===== config.mk =====
export PLATFORM = sky130hd
export DESIGN_NAME = mem_req_arbiter_flat
export DESIGN_NICKNAME = d
export VERILOG_FILES = /design/src/rtl/mem_req_arbiter_if.sv /design/src/rtl/mem_req_arbiter.sv /design/src/flat_wrapper.sv
export SDC_FILE = /design/constraint.sdc
export NUM_CORES = 1
export LEC_CHECK = 0
export CAP_MARGIN = 15
export CORE_UTILIZATION = 35
export DETAILED_ROUTE_END_ITERATION = 6
export PLACE_DENSITY = 0.76
export SYNTH_ARGS = -nofsm -noshare
export SYNTH_HDL_FRONTEND = slang
export SYNTH_SLANG_ARGS = --single-unit

===== constraint.sdc =====
create_clock -name clk -period 2.9 [get_ports clk]
set_input_delay 0.58 -clock clk [delete_from_list [all_inputs] [get_ports clk]]
set_output_delay 0.58 -clock clk [all_outputs]
set_load 0.02 [all_outputs]

===== src/rtl/mem_req_arbiter_if.sv =====
// Bus bundle for mem_req_arbiter: core-side channel ports and
// the single cache-side request/response port.
interface mem_req_arbiter_if #(
  parameter int NUM_CH = 2,
  parameter int ADDR_W = 25,
  parameter int DATA_W = 32
);
  logic [NUM_CH*ADDR_W-1:0] ch_req_addr;
  logic [NUM_CH*DATA_W-1:0] ch_req_data;
  logic [NUM_CH-1:0]        ch_req_wr;
  logic [NUM_CH-1:0]        ch_req_valid;
  logic [NUM_CH-1:0]        ch_req_ready;
  logic [NUM_CH*DATA_W-1:0] ch_rsp_data;
  logic [NUM_CH-1:0]        ch_rsp_valid;
  logic [ADDR_W-1:0]        mem_req_addr;
  logic [DATA_W-1:0]        mem_req_data;
  logic                     mem_req_wr;
  logic                     mem_req_valid;
  logic                     mem_req_ready;
  logic [DATA_W-1:0]        mem_rsp_data;
  logic                     mem_rsp_valid;
  logic                     rsp_err;

  modport master (
    output ch_req_addr, ch_req_data, ch_req_wr, ch_req_valid,
    output mem_req_ready, mem_rsp_data, mem_rsp_valid,
    input  ch_req_ready, ch_rsp_data, ch_rsp_valid,
    input  mem_req_addr, mem_req_data, mem_req_wr, mem_req_valid,
    input  rsp_err
  );

  modport slave (
    input  ch_req_addr, ch_req_data, ch_req_wr, ch_req_valid,
    input  mem_req_ready, mem_rsp_data, mem_rsp_valid,
    output ch_req_ready, ch_rsp_data, ch_rsp_valid,
    output mem_req_addr, mem_req_data, mem_req_wr, mem_req_valid,
    output rsp_err
  );
endinterface


===== src/rtl/mem_req_arbiter.sv =====
// N-channel round-robin arbiter onto one registered cache request port.
// Define MEM_ARB_FIXED_PRIO_EN for fixed priority (lowest index wins).
module mem_req_arbiter #(
  parameter int NUM_CH          = 2,
  parameter int ADDR_W          = 25,
  parameter int DATA_W          = 32,
  parameter int MAX_OUTSTANDING = 4
) (
  input  logic clk,
  input  logic reset,
  mem_req_arbiter_if.slave bus
);
  localparam int PW = (NUM_CH > 1) ? $clog2(NUM_CH) : 1;
  localparam int AW = (MAX_OUTSTANDING > 1) ?
                      $clog2(MAX_OUTSTANDING) : 1;
  localparam int CW = AW + 1;

  logic [ADDR_W-1:0]        r_addr;
  logic [DATA_W-1:0]        r_data;
  logic                     r_wr;
  logic                     r_valid;
  logic [NUM_CH*DATA_W-1:0] r_rsp_data;
  logic [NUM_CH-1:0]        r_rsp_valid;
  logic                     r_err;
  logic [AW-1:0]            r_wp;
  logic [AW-1:0]            r_rp;
  logic [CW-1:0]            r_cnt;
  logic [PW-1:0]            r_tag [MAX_OUTSTANDING];

  logic              w_full;
  logic              w_empty;
  logic [NUM_CH-1:0] w_elig;
  logic              w_any;
  logic [PW-1:0]     w_g;
  logic              w_load;
  logic              w_hs;
  logic              w_push;
  logic              w_pop;
  logic [PW-1:0]     w_head;

`ifndef MEM_ARB_FIXED_PRIO_EN
  logic [PW-1:0] r_rr;
  logic [PW:0]   w_sum;
`endif

  assign w_empty = (r_cnt == '0);
  assign w_full  = (r_cnt == CW'(MAX_OUTSTANDING));
  assign w_elig  = bus.ch_req_valid &
                   (bus.ch_req_wr | {NUM_CH{~w_full}});
  assign w_load  = ~r_valid | bus.mem_req_ready;
  assign w_hs    = w_load & w_any;
  assign w_push  = w_hs & ~bus.ch_req_wr[w_g];
  assign w_pop   = bus.mem_rsp_valid & ~w_empty;
  assign w_head  = r_tag[r_rp];

  assign bus.ch_req_ready  = w_hs ? (NUM_CH'(1) << w_g) : '0;
  assign bus.mem_req_addr  = r_addr;
  assign bus.mem_req_data  = r_data;
  assign bus.mem_req_wr    = r_wr;
  assign bus.mem_req_valid = r_valid;
  assign bus.ch_rsp_data   = r_rsp_data;
  assign bus.ch_rsp_valid  = r_rsp_valid;
  assign bus.rsp_err       = r_err;

  // Grant select: lowest scan offset with an eligible channel wins
  always_comb begin
    w_any = 1'b0;
    w_g   = '0;
`ifdef MEM_ARB_FIXED_PRIO_EN
    for (int i = NUM_CH - 1; i >= 0; i--) begin
      if (w_elig[i]) begin
        w_any = 1'b1;
        w_g   = PW'(i);
      end
    end
`else
    w_sum = '0;
    for (int k = NUM_CH - 1; k >= 0; k--) begin
      w_sum = {1'b0, r_rr} + (PW+1)'(k);
      if (w_sum >= (PW+1)'(NUM_CH))
        w_sum = w_sum - (PW+1)'(NUM_CH);
      if (w_elig[w_sum[PW-1:0]]) begin
        w_any = 1'b1;
        w_g   = w_sum[PW-1:0];
      end
    end
`endif
  end

`ifndef MEM_ARB_FIXED_PRIO_EN
  // Round-robin pointer moves just past the last granted channel
  always_ff @(posedge clk or negedge reset) begin
    if (!reset)
      r_rr <= '0;
    else if (w_hs)
      r_rr <= (w_g == PW'(NUM_CH - 1)) ? '0 : w_g + 1'b1;
  end
`endif

  // Output request register, reloaded whenever it is free or draining
  always_ff @(posedge clk or negedge reset) begin
    if (!reset) begin
      r_valid <= 1'b0;
      r_addr  <= '0;
      r_data  <= '0;
      r_wr    <= 1'b0;
    end else if (w_load) begin
      r_valid <= w_any;
      if (w_any) begin
        r_addr <= bus.ch_req_addr[w_g*ADDR_W +: ADDR_W];
        r_data <= bus.ch_req_data[w_g*DATA_W +: DATA_W];
        r_wr   <= bus.ch_req_wr[w_g];
      end
    end
  end

  // Tag storage holds the issuing channel of each outstanding read
  always_ff @(posedge clk) begin
    if (w_push)
      r_tag[r_wp] <= w_g;
  end

  // Tag FIFO pointers and occupancy
  always_ff @(posedge clk or negedge reset) begin
    if (!reset) begin
      r_wp  <= '0;
      r_rp  <= '0;
      r_cnt <= '0;
    end else begin
      if (w_push)
        r_wp <= r_wp + 1'b1;
      if (w_pop)
        r_rp <= r_rp + 1'b1;
      r_cnt <= r_cnt + CW'(w_push) - CW'(w_pop);
    end
  end

  // Route the response to the tagged channel; flag orphan responses
  always_ff @(posedge clk or negedge reset) begin
    if (!reset) begin
      r_rsp_valid <= '0;
      r_rsp_data  <= '0;
      r_err       <= 1'b0;
    end else begin
      r_rsp_valid <= w_pop ? (NUM_CH'(1) << w_head) : '0;
      if (w_pop)
        r_rsp_data[w_head*DATA_W +: DATA_W] <= bus.mem_rsp_data;
      if (bus.mem_rsp_valid && w_empty)
        r_err <= 1'b1;
    end
  end
endmodule


===== src/flat_wrapper.sv =====
// flat-port wrapper written by rule: the top's interface ports become plain ports
module mem_req_arbiter_flat 
#(
  parameter int NUM_CH          = 2,
  parameter int ADDR_W          = 25,
  parameter int DATA_W          = 32,
  parameter int MAX_OUTSTANDING = 4
)
  (clk, reset, bus_ch_req_addr, bus_ch_req_data, bus_ch_req_wr, bus_ch_req_valid, bus_mem_req_ready, bus_mem_rsp_data, bus_mem_rsp_valid, bus_ch_req_ready, bus_ch_rsp_data, bus_ch_rsp_valid, bus_mem_req_addr, bus_mem_req_data, bus_mem_req_wr, bus_mem_req_valid, bus_rsp_err);
  mem_req_arbiter_if #(.NUM_CH(NUM_CH), .ADDR_W(ADDR_W), .DATA_W(DATA_W)) bus_i ();
  input  logic clk;
  input  logic reset;
  input wire logic [$bits(bus_i.ch_req_addr)-1:0] bus_ch_req_addr;
  input wire logic [$bits(bus_i.ch_req_data)-1:0] bus_ch_req_data;
  input wire logic [$bits(bus_i.ch_req_wr)-1:0] bus_ch_req_wr;
  input wire logic [$bits(bus_i.ch_req_valid)-1:0] bus_ch_req_valid;
  input wire logic [$bits(bus_i.mem_req_ready)-1:0] bus_mem_req_ready;
  input wire logic [$bits(bus_i.mem_rsp_data)-1:0] bus_mem_rsp_data;
  input wire logic [$bits(bus_i.mem_rsp_valid)-1:0] bus_mem_rsp_valid;
  output wire logic [$bits(bus_i.ch_req_ready)-1:0] bus_ch_req_ready;
  output wire logic [$bits(bus_i.ch_rsp_data)-1:0] bus_ch_rsp_data;
  output wire logic [$bits(bus_i.ch_rsp_valid)-1:0] bus_ch_rsp_valid;
  output wire logic [$bits(bus_i.mem_req_addr)-1:0] bus_mem_req_addr;
  output wire logic [$bits(bus_i.mem_req_data)-1:0] bus_mem_req_data;
  output wire logic [$bits(bus_i.mem_req_wr)-1:0] bus_mem_req_wr;
  output wire logic [$bits(bus_i.mem_req_valid)-1:0] bus_mem_req_valid;
  output wire logic [$bits(bus_i.rsp_err)-1:0] bus_rsp_err;
  assign bus_i.ch_req_addr = bus_ch_req_addr;
  assign bus_i.ch_req_data = bus_ch_req_data;
  assign bus_i.ch_req_wr = bus_ch_req_wr;
  assign bus_i.ch_req_valid = bus_ch_req_valid;
  assign bus_i.mem_req_ready = bus_mem_req_ready;
  assign bus_i.mem_rsp_data = bus_mem_rsp_data;
  assign bus_i.mem_rsp_valid = bus_mem_rsp_valid;
  assign bus_ch_req_ready = bus_i.ch_req_ready;
  assign bus_ch_rsp_data = bus_i.ch_rsp_data;
  assign bus_ch_rsp_valid = bus_i.ch_rsp_valid;
  assign bus_mem_req_addr = bus_i.mem_req_addr;
  assign bus_mem_req_data = bus_i.mem_req_data;
  assign bus_mem_req_wr = bus_i.mem_req_wr;
  assign bus_mem_req_valid = bus_i.mem_req_valid;
  assign bus_rsp_err = bus_i.rsp_err;
  mem_req_arbiter #(.NUM_CH(NUM_CH), .ADDR_W(ADDR_W), .DATA_W(DATA_W), .MAX_OUTSTANDING(MAX_OUTSTANDING)) u_core (.clk(clk), .reset(reset), .bus(bus_i));
endmodule

After elaboration in Yosys (flattened, before gate mapping)
Memories as Yosys holds them, arrays and structs flattened. Index checks and enable logic that the tools add are counted. Widths: inputs -> output; s select.

Output and inout bits: 128. Input bits: 154. Bits in writable memories: 4. Memories: 1. Word-level logic and storage cells: 65. Flip-flop bits (word level): 134.

Memory list: u_core.r_tag (depth 4, bits a word 1, rd ports 1, clocked after Yosys merged registers in 0, wr ports 1, RTL line mem_req_arbiter.sv:28) `logic [PW-1:0] r_tag [MAX_OUTSTANDING];`.

Shift-type cells: 6. Reduce and logical (&&, ||, !) cells: 3. Add/sub/neg operators: 9. Eq/ne operators: 1. Mux-type cells: 18. Bitwise gates (word level): 10. Multipliers: 1. Magnitude comparators: 5.

Operators by type and width (number): $bwmux 64 (1); $shift 32x34->64 const A (1); $shiftx 32x34->64 (1); $shiftx 64x7->32 (1); $shiftx 50x7->25 (1); $neg 6->34 (1); $mux 1 (15); $lt 1x2->1 const B (3); $mul 1x5->6 const B (1); $add 2x1->2 const B (2); $mux 2 (2); $not 1->1 (4); $shl 1x1->2 const A (2); $add 3x1->3 (1); $and 1x1->1 (3); $eq 3x3->1 const B (1); $logic_not 3->1 (1); $sub 3x1->3 (1); $add 1x1->2 const B (1); $and 2x2->2 (1); $ge 1x2->1 const B (1); $ge 2x2->1 const B (1); $or 2x2->2 (1); $reduce_and 2->1 (1); 4 further kinds (5).

Longest topological paths before layout
Gate-level depths: netlist (run 1).

Depth in word-level cells: 14. Depth in mapped cells: 9. Depth with buffers taken out: 9.

Worst setup path after synthesis (run 1)
OpenSTA, ideal clock, no wires.

Path type: input-to-output. Start: in bus_ch_req_wr[1]. End: out bus_ch_req_ready[0]. Arrival: 1.931 ns. Path slack: 0.389 ns. Buffers on the path: 2. Required time: 2.320 ns. Stages: 5. Path through: or4b_1 -> nor2b_1 -> buf_2 -> clkbuf_1 -> nor2_1.

Longest elaborated chain between the ends: 8. Elaborated cells on any way between the ends: 13. Those cells by class: shift (1); mux (9); bitwise (3).

Ends and longest elaborated chain: start, declared (RTL line flat_wrapper.sv:15) `input wire logic [$bits(bus_i.ch_req_wr)-1:0] bus_ch_req_wr;`; $or 2x2->2 (*) (RTL line mem_req_arbiter.sv:49) `(bus.ch_req_wr | {NUM_CH{~w_full}});`; $and 2x2->2 (*) (RTL line mem_req_arbiter.sv:48) `assign w_elig = bus.ch_req_valid &`; $mux 1 (implied by the code) (2 in a row) (RTL line mem_req_arbiter.sv:82) `if (w_elig[w_sum[PW-1:0]]) begin`; $mux 1 (2 in a row) (RTL line mem_req_arbiter.sv:82); $shl 1x1->2 or $and 1x1->1 (tied branches) (RTL line mem_req_arbiter.sv:56, mem_req_arbiter.sv:51); $mux 2 (*) (RTL line mem_req_arbiter.sv:56) `assign bus.ch_req_ready = w_hs ? (NUM_CH'(1) << w_g) : '0;`; end, declared (RTL line flat_wrapper.sv:20) `output wire logic [$bits(bus_i.ch_req_ready)-1:0] bus_ch_req_ready;`.

Every way passes the cells marked *; elsewhere a longest branch is shown, timed or not. The select of a mux whose other input is x is not followed.

Final worst setup path (run 1)
Start: in bus_ch_req_wr[0]. End: out bus_ch_req_ready[1].

Same word-level chain as after synthesis.

==> impl_metrics.ini, run 1 <==
[logic_synthesis]
synth_edf_count = 4
synth_nets = 563
synth_area_leaders = dfrtp_1 (58%), mux2_2 (13%), a221o_1 (9.9%)
synth_flop_cell = dfrtp_1
yosys_register_bits = 138
synth_most_common_cell = dfrtp_1
synth_area_mm2 = 0.00577
synth_warnings = 0
synthCells = 402
yosysTopAreaCellShare_pct = 58.2
yosys-top-cells-count = dfrtp_1 (134), mux2_2 (65), a221o_1 (57), nor3b_1 (57), buf_2 (13)
async_flop_share_pct = 97.1
syn_avg_cell_area_um2 = 14.3
synth_top_cell_by_area = dfrtp_1
ys_seq_area_share_pct = 60.2
ys_types = 31

[final_layout]
instances_no_fill = 913
finish.utilization_pct = 58.7
drive_gt1_share_pct = 16.8
area_growth_pct = 62.9
diodes = 0
finalNetCount = 845

[global_route]
grt_usage_pct = 20.2
antenna_found_initial = 0
grt_max_degree = 84
grt_pass1_vias = 4972
grt-ovfl-total = 0
grt_pass1_wl_um = 25800

[worst_setup_path]
path_delay_family = simple AND/OR/NAND/NOR gates
critPathCapture = bus_ch_req_ready[1]
r2r.worst_path.cells = 5
end_kind = primary output
crit_arrival_ns = 2.15
worst-path-stages = 5
cp_cell_sequence = clkdlybuf4s50_1, or4b_1, and3b_1, nor3_4, buf_2
slowest_stage = or4b_1
rr_startpoint = u_core.r_cnt[1]
start_kind = primary input
required_ns = 2.32
path_buf_inv = 2
critPathKind = primary input to primary output
r2r_slack_ns = 0.54
timing.rr.end = u_core.bus.mem_req_addr[20]
worstPathMaxFanout = 3
slowest_delay_ns = 0.51
crit_path_start = bus_ch_req_wr[0]

[pwr]
switchingPower_mw = 3.36
cellPowerDensity_mw_per_mm2 = 1030
p_seq_share_pct = 33.3
ir_drop_mv = 0.485
leakage_nw = 3.83
intPower_mw = 6.34
switching_share_pct = 34.6
combPwrFrac_pct = 44.8
p_clk_share_pct = 21.8

[place]
hpwl_um = 12000
dp.cells = 881
place_ws_ns = -0.294
io_buffer_count = 281
routabilityCongestion = 0.796

[clock_tree]
cts-buffers-inserted = 17
cts_buffer_depth = 2
cts.sinks = 138
cts-root-buf = clkbuf_16
cts_tree = yes
cts.clk_slew.worst_paths_ns = 0.06
ctsHtreeMaxLevel = 4
worstSkewPairLatency_ns = 0.40

[floorplan]
core_area_mm2 = 0.0160
die_area_mm2 = 0.0170
start_util_pct = 36.0
die_w_um = 130
io_pins = 282
placementRows = 46
die_h_um = 130

[sta]
setup_tns_ns = 0
finalMaxSlewViolations = 0
rsz0062_at_grt = false
slew-limit-headroom_pct = 54.8
min_period_over_period_pct = 94.1
setup_viol = 0
skew_ns = 0.00888
post-route-min-period_ns = 2.73
fmax_mhz = 367
tightest_slew_ns = 0.677
setup_slack_ns = 0.172
hold_violations = 0

[worst_hold_path]
hold_class = primary input to async pin

[route]
vias_per_cell = 5.04
route.detailed.drc = 0
ant_nets = 0
vias = 4601
wl_per_cell_um = 18.4
drt_pass1_iterations = 4
routed_wl_um = 16800
drt_iter0_drc = 164

[outcome]
status = finished, final reports clean

[run]
cap_violations = 0
worst register-to-register path, stage by stage (launching register included):
cell and delay [ns]:
dfrtp_1 0.42, or4b_1 0.56, and3b_1 0.24, nor3_4 0.18
buf_4 0.54, a221o_1 0.34
cells in the final DEF, fill, tap and decap left out, types with 6 or more instances in the layout:
master	instances
buf_4	11
ha_1	6
nor3b_1	57
clkbuf_16	17
a221o_1	57
mux2_2	65
inv_1	11
dfrtp_1	134
clkdlybuf4s50_1	278
nand2_1	6
layout make-up:
type	count	area, um2
Tap cell	216	270
Inverter	11	41.3
Multi-Input combinational cell	223	2110
Sequential cell	138	3470
Clock inverter	12	138
Fill cell	1270	6610
Timing Repair Buffer	293	2920
Clock buffer	20	447
state kept, by name (all words and copies together) (netlist names):
| name | flops |
|---|---|
| u_core.r_cnt | 3 |
| u_core.bus.ch_rsp_data | 64 |
| u_core.r_rr | 1 |
| u_core.r_wp | 2 |
| u_core.r_rp | 2 |
| u_core.bus.ch_rsp_valid | 2 |
| u_core.bus.mem_req_valid | 1 |
| u_core.bus.mem_req_wr | 1 |
| u_core.r_tag | 4 |
| u_core.bus.rsp_err | 1 |
| u_core.bus.mem_req_data | 32 |
| u_core.bus.mem_req_addr | 25 |
stage by stage:
stage	instance area [um2]	power [mW]	hold WS, ns
floorplan	5770	5.44	0.284
global placement	8820	7.50	0.443
detailed placement	8820	7.66	0.448
CTS	9400	9.81	0.204
global route	9390	10.2	0.212
finish	9390	9.71	0.184
cell families (layout without fill, tap and decap cells):
| group | after synthesis | count (layout) | synth area share (%) |
|---|---|---|---|
| compound gates | 64 | 64 | 10.9 |
| xor+xnor | 5 | 5 | 0.760 |
| fa+ha+maj | 7 | 7 | 1.65 |
| buf+inv | 41 | 336 | 3.47 |
| flops | 138 | 138 | 60.2 |
| mux | 66 | 66 | 13.1 |
| simple gates | 81 | 81 | 9.92 |
power groups by stage:
| stage | Combinational, mW | Clock, mW | Sequential, mW |
|---|---|---|---|
| 3_3_place_gp | 4.29 | 0 | 3.21 |
| 3_5_place_dp | 4.41 | 0 | 3.25 |
| 2_1_floorplan | 1.33 | 0 | 4.11 |
| 6_report | 4.35 | 2.12 | 3.23 |
| 4_1_cts | 4.41 | 2.16 | 3.24 |
| 5_1_grt | 4.64 | 2.26 | 3.33 |
worst min path at each step:
stage,endpoint,slack (ns),from,cells after the start
finish,u_core.bus.mem_req_addr[2],0.18,reset,2
global route,u_core.bus.mem_req_addr[2],0.21,reset,2
CTS,u_core.bus.mem_req_data[30],0.20,reset,2
detailed placement,u_core.bus.rsp_err,0.45,u_core.bus.rsp_err,1
global placement,u_core.bus.rsp_err,0.44,u_core.bus.rsp_err,1
floorplan,u_core.bus.ch_rsp_data[0],0.28,reset,0
metal layers:
metal	global-route usage [%]	part of all wire, %	vias to the layer above
li1	-	-	2084
met1	22.3	38	2279
met2	35.4	49	224
met3	7.59	11	14
met4	7.51	1.4	0
met5	0	0	-
what timing repair did:
action | CTS | global route
gates resized for setup | 4 | 4
hold buffers | 0 | 0
setup buffers | 0 | 0
pin swaps | 0 | 0
setup endpoints to repair | 2 | 2
Note: power is estimated with default switching activity, not from simulation.
==> run 2: changes to the inputs <==
--- a/config.mk
+++ b/config.mk
@@ -7,6 +7,7 @@
 export LEC_CHECK = 0
 export CAP_MARGIN = 15
 export CORE_UTILIZATION = 35
+export CTS_BUF_LIST = sky130_fd_sc_hd__clkbuf_8
 export DETAILED_ROUTE_END_ITERATION = 6
 export PLACE_DENSITY = 0.76
 export SYNTH_ARGS = -nofsm -noshare
==> run 2 against run 1 <==
Count of clock-buffer cells in the layout down 2. Hold slack got worse by 0.027 ns. Sequential cell count stayed put. Clock skew grew 0.0053 ns. Power shrank 6.0%. Combinational power barely moved. Sequential power about the same. Critical path type unchanged. Largest cell class unchanged. Highest routed layer unchanged.
==> impl_metrics.ini, run 2 (same netlist as run 1, synthesis figures left out) <==
[outcome]
status = finished, final reports clean

[floorplan]
placementRows = 46
core_area_mm2 = 0.0160
die_h_um = 130
die_area_mm2 = 0.0170
die_w_um = 130
io_pins = 282
start_util_pct = 36.0

[clock_tree]
worstSkewPairLatency_ns = 0.43
cts_setup_buffers = 0
cts-root-buf = clkbuf_8
cts_buffer_depth = 2
cts_tree = yes
cts.clk_slew.worst_paths_ns = 0.08
cts.sinks = 138
cts-buffers-inserted = 17
ctsHtreeMaxLevel = 4

[route]
ant_nets = 0
vias_per_cell = 5.04
route.detailed.drc = 0
routed_wl_um = 16800
drt_pass1_iterations = 4
vias = 4606
drt_iter0_drc = 145
wl_per_cell_um = 18.4

[global_route]
grt_pass1_vias = 4966
grt_usage_pct = 20.1
grt_max_degree = 84
grt_pass1_wl_um = 25700
grt-ovfl-total = 0
antenna_found_initial = 0

[worst_setup_path]
required_ns = 2.32
worstPathMaxFanout = 3
start_kind = primary input
end_kind = primary output
crit_arrival_ns = 2.15
critPathKind = primary input to primary output

[final_layout]
register_area_mm2 = 0.00347
diodes = 0
largest_register_ffs = 64
finalNetCount = 845
layout.cells.most_common = clkdlybuf4s50_1
drive_gt1_share_pct = 16.8
final_cell_mix = clkdlybuf4s50_1 (278), dfrtp_1 (134), mux2_2 (65), nor3b_1 (57), a221o_1 (57)
multiInputGateArea_mm2 = 0.00211
area_growth_pct = 59.6
fillerInstances = 1290

[place]
io_buffer_count = 281
routabilityCongestion = 0.796
hpwl_um = 12000

[pwr]
ir_drop_mv = 0.474
p_total_mw = 9.12
cellPowerDensity_mw_per_mm2 = 991
leakage_nw = 3.75

[sta]
hold_slack_ns = 0.156
skew_ns = 0.0142
post-route-min-period_ns = 2.73
min_period_over_period_pct = 94.2
slew-limit-headroom_pct = 54.6
finalMaxSlewViolations = 0
rsz0062_at_grt = false
fmax_mhz = 366
tightest_slew_ns = 0.681
setup_viol = 0
hold_violations = 0

[run]
cap_violations = 0

[worst_hold_path]
hold_class = primary input to async pin
-- run 2: cell count changes in the layout (fill, tap and decap cells not counted) --
cell       before  now
clkbuf_1        2    0
clkbuf_16      17    0
clkbuf_8        1   18
inv_1          11   13
-- run 2: power by group --
group | internal [mW] | switching (mW)
clock | 0.789 | 0.753
combinational | 2.29 | 2.06
sequential | 2.75 | 0.481
total | 5.83 | 3.29
-- run 2: final cells by class --
class / instances / share of cell area [%]
tap: 216 / 2.94
sequential: 138 / 37.7
multi-input combinational: 223 / 22.9
clock buffer: 18 / 2.69
clock inverter: 14 / 1.58
timing repair buffer: 293 / 31.7
inverter: 11 / 0.449
-- run 2: layer usage --
layer  GRT usage [%]  share of wire (%)  vias to the layer above
met5               0                  0                        -
met4            7.30                1.4                        0
met3            7.42                 11                       16
met2            35.3                 49                      230
met1            22.2                 38                     2277
li1                -                  -                     2083
-- run 2: final timing paths --
| kind | startpoint | end | slack, ns | cells after the start |
|---|---|---|---|---|
| setup / recovery | bus_ch_req_wr[0] | bus_ch_req_ready[1] | 0.17 | 5 |
| hold / removal | reset | u_core.bus.mem_req_addr[2] | 0.16 | 2 |
| setup reg to reg | u_core.r_cnt[1] | u_core.bus.mem_req_addr[20] | 0.54 | 5 |
| hold reg to reg | u_core.bus.rsp_err | u_core.bus.rsp_err | 0.46 | 1 |
| max in group asynchronous | reset | u_core.bus.mem_req_addr[15] | 2.16 | 2 |
| min in group clk | u_core.bus.rsp_err | u_core.bus.rsp_err | 0.46 | 1 |
-- run 2: what timing repair did --
item	in CTS	in global routing
gates resized for setup	4	4
pin swaps	0	0
endpoints found under the setup margin	2	2
hold endpoints to repair	0	0
hold buffers	0	0
-- run 2: worst max-delay path, stage by stage --
cell,delay [ns]
clkdlybuf4s50_1,0.43
or4b_1,0.51
and3b_1,0.24
nor3_4,0.18
buf_2,0.21
-- run 2: metrics by stage --
step / std cells / utilization (%) / setup slack [ns] / cell area, um2 / setup TNS [ns]
floorplan: 402 / - / 0.389 / 5770 / 0
global placement: 881 / 55.1 / -0.303 / 8820 / -0.459
detailed placement: 881 / 55.1 / -0.294 / 8820 / -0.477
CTS: 913 / 57.6 / 0.0604 / 9210 / 0
global route: 913 / 57.5 / 0.0810 / 9200 / 0
finish: 913 / 57.5 / 0.168 / 9200 / 0
==> run 3: changes to the inputs <==
--- a/config.mk
+++ b/config.mk
@@ -8,8 +8,10 @@
 export CAP_MARGIN = 15
 export CORE_UTILIZATION = 35
 export CTS_BUF_LIST = sky130_fd_sc_hd__clkbuf_8
+export CTS_CLUSTER_SIZE = 10
 export DETAILED_ROUTE_END_ITERATION = 6
 export PLACE_DENSITY = 0.76
+export RECOVER_POWER = 100
 export SYNTH_ARGS = -nofsm -noshare
 export SYNTH_HDL_FRONTEND = slang
 export SYNTH_SLANG_ARGS = --single-unit
==> run 3 against run 2 <==
The run now ends with capacitance limit, slew limit left. Critical path depth unchanged. Setup slack about the same. Register-to-register slack worse by 0.22 ns. Sequential share of layout area up 0.23 points. Sequential power down 1%. Power down 3.6%. Clock skew about the same. Non-clock buffer count unchanged. Combinational power down 6.7%. Final cell count unchanged. Largest power group unchanged.
==> impl_metrics.ini, run 3 (same netlist as run 1, synthesis figures left out) <==
[global_route]
grt_usage_pct = 20.1
met1_usage_pct = 22.2
grt_max_degree = 84
top_usage_layer = met2
antenna_found_initial = 0
grtUsageMet2_pct = 35.3
grt_pass1_wl_um = 25700
grt_util_met3_pct = 7.42
grt_pass1_vias = 4966
grt-ovfl-total = 0

[final_layout]
drive_gt1_share_pct = 15.9
diodes = 0
fillerInstances = 1303
area_growth_pct = 58.6
fin_area_mm2 = 0.00915
final_cell_mix = clkdlybuf4s50_1 (151), dfrtp_1 (134), dlygate4sd3_1 (127), mux2_2 (65)
finish.utilization_pct = 57.2
largest_register_ffs = 64
layout.cells.most_common = clkdlybuf4s50_1
finalNetCount = 845

[floorplan]
die_area_mm2 = 0.0170
die_w_um = 130
io_pins = 282
die_h_um = 130
placementRows = 46
core_area_mm2 = 0.0160
start_util_pct = 36.0

[worst_setup_path]
start_kind = primary input
end_kind = primary output
required_ns = 2.32
worstPathMaxFanout = 3
critPathKind = primary input to primary output
crit_arrival_ns = 2.15
r2r.worst_path.cells = 6

[sta]
min_period_over_period_pct = 94.2
finalMaxSlewViolations = 84
setup_viol = 0
hold_slack_ns = 0.459
hold_violations = 0
tightest_slew_ns = 2.02
fmax_mhz = 366
post-route-min-period_ns = 2.73
slew-limit-headroom_pct = -34.8
rsz0062_at_grt = false
skew_ns = 0.0145

[clock_tree]
worstSkewPairLatency_ns = 0.43
cts.sinks = 138
ctsHtreeMaxLevel = 4
cts_buffer_depth = 2
cts.clk_slew.worst_paths_ns = 0.08
cts-buffers-inserted = 17
cts_tree = yes
hold_buffers = 0
cts-root-buf = clkbuf_8

[route]
wl_per_cell_um = 18.4
vias = 4604
route.detailed.drc = 0
vias_per_cell = 5.04
routed_wl_um = 16800
drt_iter0_drc = 143
drt_pass1_iterations = 4
ant_nets = 0

[place]
io_buffer_count = 281
routabilityCongestion = 0.796
hpwl_um = 12000
placedInstanceArea_mm2 = 0.00882

[run]
cap_violations = 1

[pwr]
p_seq_share_pct = 36.3
ir_drop_mv = 0.442
switching_share_pct = 37.0
leakage_nw = 3.81
combPwrFrac_pct = 46.1
intPower_mw = 5.53
cellPowerDensity_mw_per_mm2 = 961
p_clk_share_pct = 17.6
p_total_mw = 8.79
switchingPower_mw = 3.26

[worst_hold_path]
hold_class = flip-flop to flip-flop
whs_path_depth = 1

[outcome]
violations = capacitance limit, slew limit
status = complete, but fails checks
==> run 3: changes by cell type in the layout (fill, tap and decap cells not counted), sizes merged <==
cell / change
clkdlybuf4s50: -127
clkbuf: +11
buf: -11
dlygate4sd3: +127
==> run 3: repair_timing <==
action / CTS / global route
setup buffers: 0 / 0
gates resized for setup: 4 / 4
gates cloned: 0 / 0
setup endpoints to repair: 2 / 2
==> run 3: worst paths after layout <==
kind | from | slack, ns | end
max | bus_ch_req_wr[0] | 0.17 | bus_ch_req_ready[1]
min | u_core.bus.rsp_err | 0.46 | u_core.bus.rsp_err
max reg2reg | u_core.r_cnt[1] | 0.32 | u_core.bus.mem_req_addr[20]
min reg2reg | u_core.bus.rsp_err | 0.46 | u_core.bus.rsp_err
max in group asynchronous | reset | 0.86 | u_core.bus.ch_rsp_data[20]
min in group asynchronous | reset | 0.52 | u_core.bus.mem_req_data[19]
==> run 3: final cells by class <==
cell class / instances / area (um2) / area share, %
flip-flops and latches: 138 / 3470 / 38.0
repair buffers: 293 / 2870 / 31.4
multi-input cells: 223 / 2100 / 23.0
well taps: 216 / 270 / 2.95
clock buffers: 18 / 248 / 2.71
clock inverters: 14 / 145 / 1.59
inverters: 11 / 41.3 / 0.451
==> run 3: power by group through the flow <==
stage	Combinational [mW]	Clock, mW	Sequential, mW
after CTS	4.40	1.59	3.23
final	4.06	1.55	3.19
after floorplan	1.33	0	4.11
after global placement	4.29	0	3.21
after detailed placement	4.41	0	3.25
after global routing	4.35	1.67	3.29
==> run 3: per-stage QoR <==
| stage | std cells | worst slack [ns] | TNS, ns |
|---|---|---|---|
| final | 913 | 0.168 | 0 |
| after global routing | 913 | 0.0791 | 0 |
| after CTS | 913 | 0.0604 | 0 |
| after detailed placement | 881 | -0.294 | -0.477 |
| after global placement | 881 | -0.303 | -0.459 |
| after floorplan | 402 | 0.389 | 0 |
==> run 3: critical path: stages <==
cell and delay [ns]:
clkdlybuf4s50_1 0.43, or4b_1 0.50, and3b_1 0.24, nor3_4 0.18, clkbuf_2 0.22
==> run 3: routing by layer <==
metal	share of wire (%)	vias up	wire [um]
li1	-	2084	-
met1	39	2280	6530
met2	49	224	8220
met3	11	16	1810
met4	1.5	0	244
met5	0	-	0
==> variant 1: new RTL, settings of run 3 <==
`MAX_OUTSTANDING` is set to 4 in 2 places; all go to 8.
--- a/src/rtl/mem_req_arbiter.sv
+++ b/src/rtl/mem_req_arbiter.sv
@@ -5,5 +5,5 @@
   parameter int ADDR_W          = 25,
   parameter int DATA_W          = 32,
-  parameter int MAX_OUTSTANDING = 4
+  parameter int MAX_OUTSTANDING = 8
 ) (
   input  logic clk,
--- a/src/flat_wrapper.sv
+++ b/src/flat_wrapper.sv
@@ -5,5 +5,5 @@
   parameter int ADDR_W          = 25,
   parameter int DATA_W          = 32,
-  parameter int MAX_OUTSTANDING = 4
+  parameter int MAX_OUTSTANDING = 8
 )
   (clk, reset, bus_ch_req_addr, bus_ch_req_data, bus_ch_req_wr, bus_ch_req_valid, bus_mem_req_ready, bus_mem_rsp_data, bus_mem_rsp_valid, bus_ch_req_ready, bus_ch_rsp_data, bus_ch_rsp_valid, bus_mem_req_addr, bus_mem_req_data, bus_mem_req_wr, bus_mem_req_valid, bus_rsp_err);
Check against the original RTL: not equivalent (a bounded check fails within 10 cycles, from zero or initial values and one cycle with reset low).
==> variant 1 against run 3 <==
The run still ends with capacitance limit, slew limit left. Via count is 0.87% lower. Routed wire length is 2.3% higher. Synthesized area is 10% higher. Count of clock-buffer cells in the layout stayed put. Power is 11% higher. Cell area is 8.2% higher. Worst setup slack worse by 56 ps. Sequential cell count is 7 higher.
==> variant 1: results (changes against run 3) <==
| Metric | Value |
|---|---|
| Row count | 48 (was 46) |
| Worst hold path type | input port to async pin (was flip-flop to flip-flop) |
| Failing checks | capacitance limit, slew limit (unchanged) |
| CTS sink count | 145 (was 138) |
| Routed WL per cell | 17.89 um (was 18.41 um) |
| Reg area | 3669 um^2 (was 3473 um^2) |
| Fillers | 1404 (was 1303) |
| Register area share after synthesis | 0.5784 (was 0.6024) |
| First-pass GRT wire length | 26.56 mm (was 25.73 mm) |
| Final Max Slew Viols | 33 (was 84) |
| CP peak stage delay | 460 ps (was 500 ps) |
| GR Util met2 | 0.3449 (was 0.3526) |
| Crit share post-route | 0.9614 (was 0.9420) |
| Peak VDD IR | 0.5987 mV (was 0.4423 mV) |
| Sw Ratio | 0.3579 (was 0.3703) |
| MaxCap Viol Count | 1 (unchanged) |
| Mux cell area share after synthesis | 0.3259 (was 0.1309) |
| Met3 Track Usage GR | 0.05815 (was 0.07421) |
| CP arrival | 2210 ps (was 2150 ps) |
| Nets | 886 (was 845) |
| Metal3 WL | 860 um (was 1.810 mm) |
| CP Launch Type | flip-flop (was input port) |
| Clock network area share | 0.03907 (was 0.04295) |
| Vias per Instance | 4.749 (was 5.043) |
| Outcome | finished with violations (unchanged) |
| Compound-Gate Fraction of Synth Area | 0.01558 (was 0.1087) |
| Met1 Track Usage GR | 0.2034 (was 0.2220) |
| Metal2 WL | 9.507 mm (was 8.216 mm) |
| FF-to-FF End | u_core.bus.mem_req_addr[15] (was u_core.bus.mem_req_addr[20]) |
| Initial DRC count | 138 (was 143) |
| Placed inst area | 9574 um^2 (was 8818 um^2) |
| Top cells by count, synth | mux2_2 (172), dfrtp_1 (137), inv_1 (15) (was dfrtp_1 (134), mux2_2 (65), a221o_1 (57), nor3b_1 (57), buf_2 (13)) |
| Worst slack, placed | -315.1 ps (was -293.9 ps) |
| Dpl hpwl | 13.15 mm (was 12.04 mm) |
| Layout cells sized above 1 | 0.3125 (was 0.1593) |
| Syn_nets | 586 (was 563) |
| Inverters | 15 (was 11) |
| Largest cells by area after synthesis | dfrtp_1 (54%), mux2_2 (31%), edfxtp_1 (3.8%) (was dfrtp_1 (58%), mux2_2 (13%), a221o_1 (9.9%)) |
| Xor/xnor share of the synthesized area | 0.008286 (was 0.007595) |
| Leak | 0.004044 uW (was 0.003811 uW) |
| Cells on worst reg2reg path | 8 (was 6) |
| Area occupied by multi-input gates | 2560 um^2 (was 2101 um^2) |
[variant 1: metrics by stage]
| stage | util | std cells | power, uW |
|---|---|---|---|
| detailed placement | 0.5478 | 929 | 8296 |
| CTS | 0.5699 | 961 | 9897 |
| global placement | 0.5478 | 929 | 8119 |
| global route | 0.5662 | 961 | 10250 |
| floorplan | - | 423 | 5911 |
| finish | 0.5662 | 961 | 9725 |
[variant 1: power by group through the flow]
stage	clock [uW]	combinational [uW]	sequential (uW)
6_report	1560	4780	3390
5_1_grt	1700	5060	3500
3_3_place_gp	0	4760	3360
3_5_place_dp	0	4880	3420
2_1_floorplan	0	1660	4250
4_1_cts	1610	4890	3390
[variant 1: what timing repair did]
item,4_1_cts,5_1_grt
endpoints found under the setup margin,2,2
setup buffers,0,0
gates resized for setup,9,4
[variant 1: worst reg2reg max path, cell delays in order, from the launching register on]
cell,delay (ps)
dfrtp_1,360
inv_1,140
ha_4,180
or4b_4,470
a211o_2,320
buf_4,290
buf_4,270
mux2_2,270
mux2_2,270
==> variant 2: new RTL, flow settings as in run 3 <==
Made on the original files. Reset style: synchronous (`reset`), changed in 4 clocked blocks.
--- a/src/rtl/mem_req_arbiter.sv
+++ b/src/rtl/mem_req_arbiter.sv
@@ -90,5 +90,5 @@
 `ifndef MEM_ARB_FIXED_PRIO_EN
   // Round-robin pointer moves just past the last granted channel
-  always_ff @(posedge clk or negedge reset) begin
+  always_ff @(posedge clk) begin
     if (!reset)
       r_rr <= '0;
@@ -99,5 +99,5 @@
 
   // Output request register, reloaded whenever it is free or draining
-  always_ff @(posedge clk or negedge reset) begin
+  always_ff @(posedge clk) begin
     if (!reset) begin
       r_valid <= 1'b0;
@@ -122,5 +122,5 @@
 
   // Tag FIFO pointers and occupancy
-  always_ff @(posedge clk or negedge reset) begin
+  always_ff @(posedge clk) begin
     if (!reset) begin
       r_wp  <= '0;
@@ -137,5 +137,5 @@
 
   // Route the response to the tagged channel; flag orphan responses
-  always_ff @(posedge clk or negedge reset) begin
+  always_ff @(posedge clk) begin
     if (!reset) begin
       r_rsp_valid <= '0;
Function: differs if reset is asserted again (counterexample within 4 cycles, from zero or initial values and one cycle with reset low); with reset held inactive, the same outputs for 4 cycles.
==> variant 2 against run 3 <==
Synthesized area shrank 5.6%. Count of clock-buffer cells in the layout is the same. Routed wire length grew 5.2%. Non-clock buffer count grew 4. Clock skew is essentially flat. Fmax shrank 2.3%. Cell area shrank 3.8%. Global-route usage grew 1.3 points. Sequential cell count grew 2. Worst setup slack lost 66 ps. Register-to-register slack gained 230 ps. Critical path depth grew 1. Critical path type unchanged.
Power is not compared: it rests on default switching activity, and its combinational part moved more than twofold at a synthesized area within 25%.
==> variant 2: results (changes against run 3) <==
| Metric | Value |
|---|---|
| First-pass GRT wire length | 26.61 mm (was 25.73 mm) |
| Nets | 1022 (was 845) |
| Syn_nets | 764 (was 563) |
| CP arrival | 2220 ps (was 2150 ps) |
| Final Max Slew Viols | 0 (was 84) |
| Initial DRC count | 300 (was 143) |
| Worst flop-to-flop path startpoint | u_core.r_cnt[0] (was u_core.r_cnt[1]) |
| Crit share post-route | 0.9647 (was 0.9420) |
| Slew headroom | 0.1846 (was -0.3479) |
| Register area share after synthesis | 0.5221 (was 0.6024) |
| GR Util met2 | 0.3484 (was 0.3526) |
| Fraction of registers with async set/reset | 0 (was 0.9710) |
| Layout cells sized above 1 | 0.06064 (was 0.1593) |
| Fillers | 1346 (was 1303) |
| Outcome | complete, no violations (was finished with violations) |
| Worst R2R Setup Slack | 550 ps (was 320 ps) |
| Mux cell area share after synthesis | 0.004136 (was 0.1309) |
| Compound-Gate Fraction of Synth Area | 0.1854 (was 0.1087) |
| Top cells by count, synth | dfxtp_1 (136), nand3_1 (123), nor2_1 (67) (was dfrtp_1 (134), mux2_2 (65), a221o_1 (57), nor3b_1 (57), buf_2 (13)) |
| Xor/xnor share of the synthesized area | 0.006434 (was 0.007595) |
| Largest net degree at the start of global routing | 157 (was 84) |
| Met3 Track Usage GR | 0.1135 (was 0.07421) |
| Cell variety after synth | 37 (was 31) |
| Drt total wl | 17.68 mm (was 16.80 mm) |
| GRT Util Overall | 0.2139 (was 0.2007) |
| Vias in the first global route | 5078 (was 4966) |
## variant 2: cell types whose count changed after synthesis, moves of 7 or more
cell	change
nor2_1	+64
dfxtp_1	+136
nor3b_1	-57
dfrtp_1	-134
clkbuf_1	+26
buf_1	+7
mux2_2	-65
nand3_1	+121
nand2_1	+32
o21ai_0	+65
## variant 2: repair_timing
action,in CTS,in global routing
resized for setup,2,0
hold buffers,0,0
endpoints found under the setup margin,2,0
## variant 2: final cells by class
type | instances | share of cell area
inverters | 9 | 0.003841
flip-flops and latches | 140 | 0.3232
clock buffers | 18 | 0.02817
multi-input cells | 396 | 0.2653
well taps | 188 | 0.02675
repair buffers | 297 | 0.3346
diodes | 1 | 0.0002845
clock inverters | 14 | 0.01778
## variant 2: through the flow
step           cell area, um^2  cells
2_1_floorplan             5445    603
3_3_place_gp              8441   1030
3_5_place_dp              8441   1030
4_1_cts                   8842   1062
5_1_grt                   8795   1063
6_report                  8795   1063
## variant 2: critical path: cells and delay by family
family                 cells  cell delay, ps
AO/OA/AOI/OAI              1             110
buffers and inverters      3             930
AND/OR/NAND/NOR            2             600
## variant 2: worst min path at each step
stage | startpoint | to | slack, ps | cells past startpoint
after CTS | u_core.bus.ch_rsp_data[7] | u_core.bus.ch_rsp_data[7] | 480 | 2
after detailed placement | u_core.bus.ch_rsp_data[45] | u_core.bus.ch_rsp_data[45] | 460 | 2
final | u_core.bus.ch_rsp_data[7] | u_core.bus.ch_rsp_data[7] | 470 | 2
after floorplan | u_core.r_wp[0] | u_core.r_wp[0] | 480 | 2
after global placement | u_core.bus.ch_rsp_data[45] | u_core.bus.ch_rsp_data[45] | 450 | 2
after global routing | u_core.bus.ch_rsp_data[18] | u_core.bus.ch_rsp_data[18] | 490 | 2
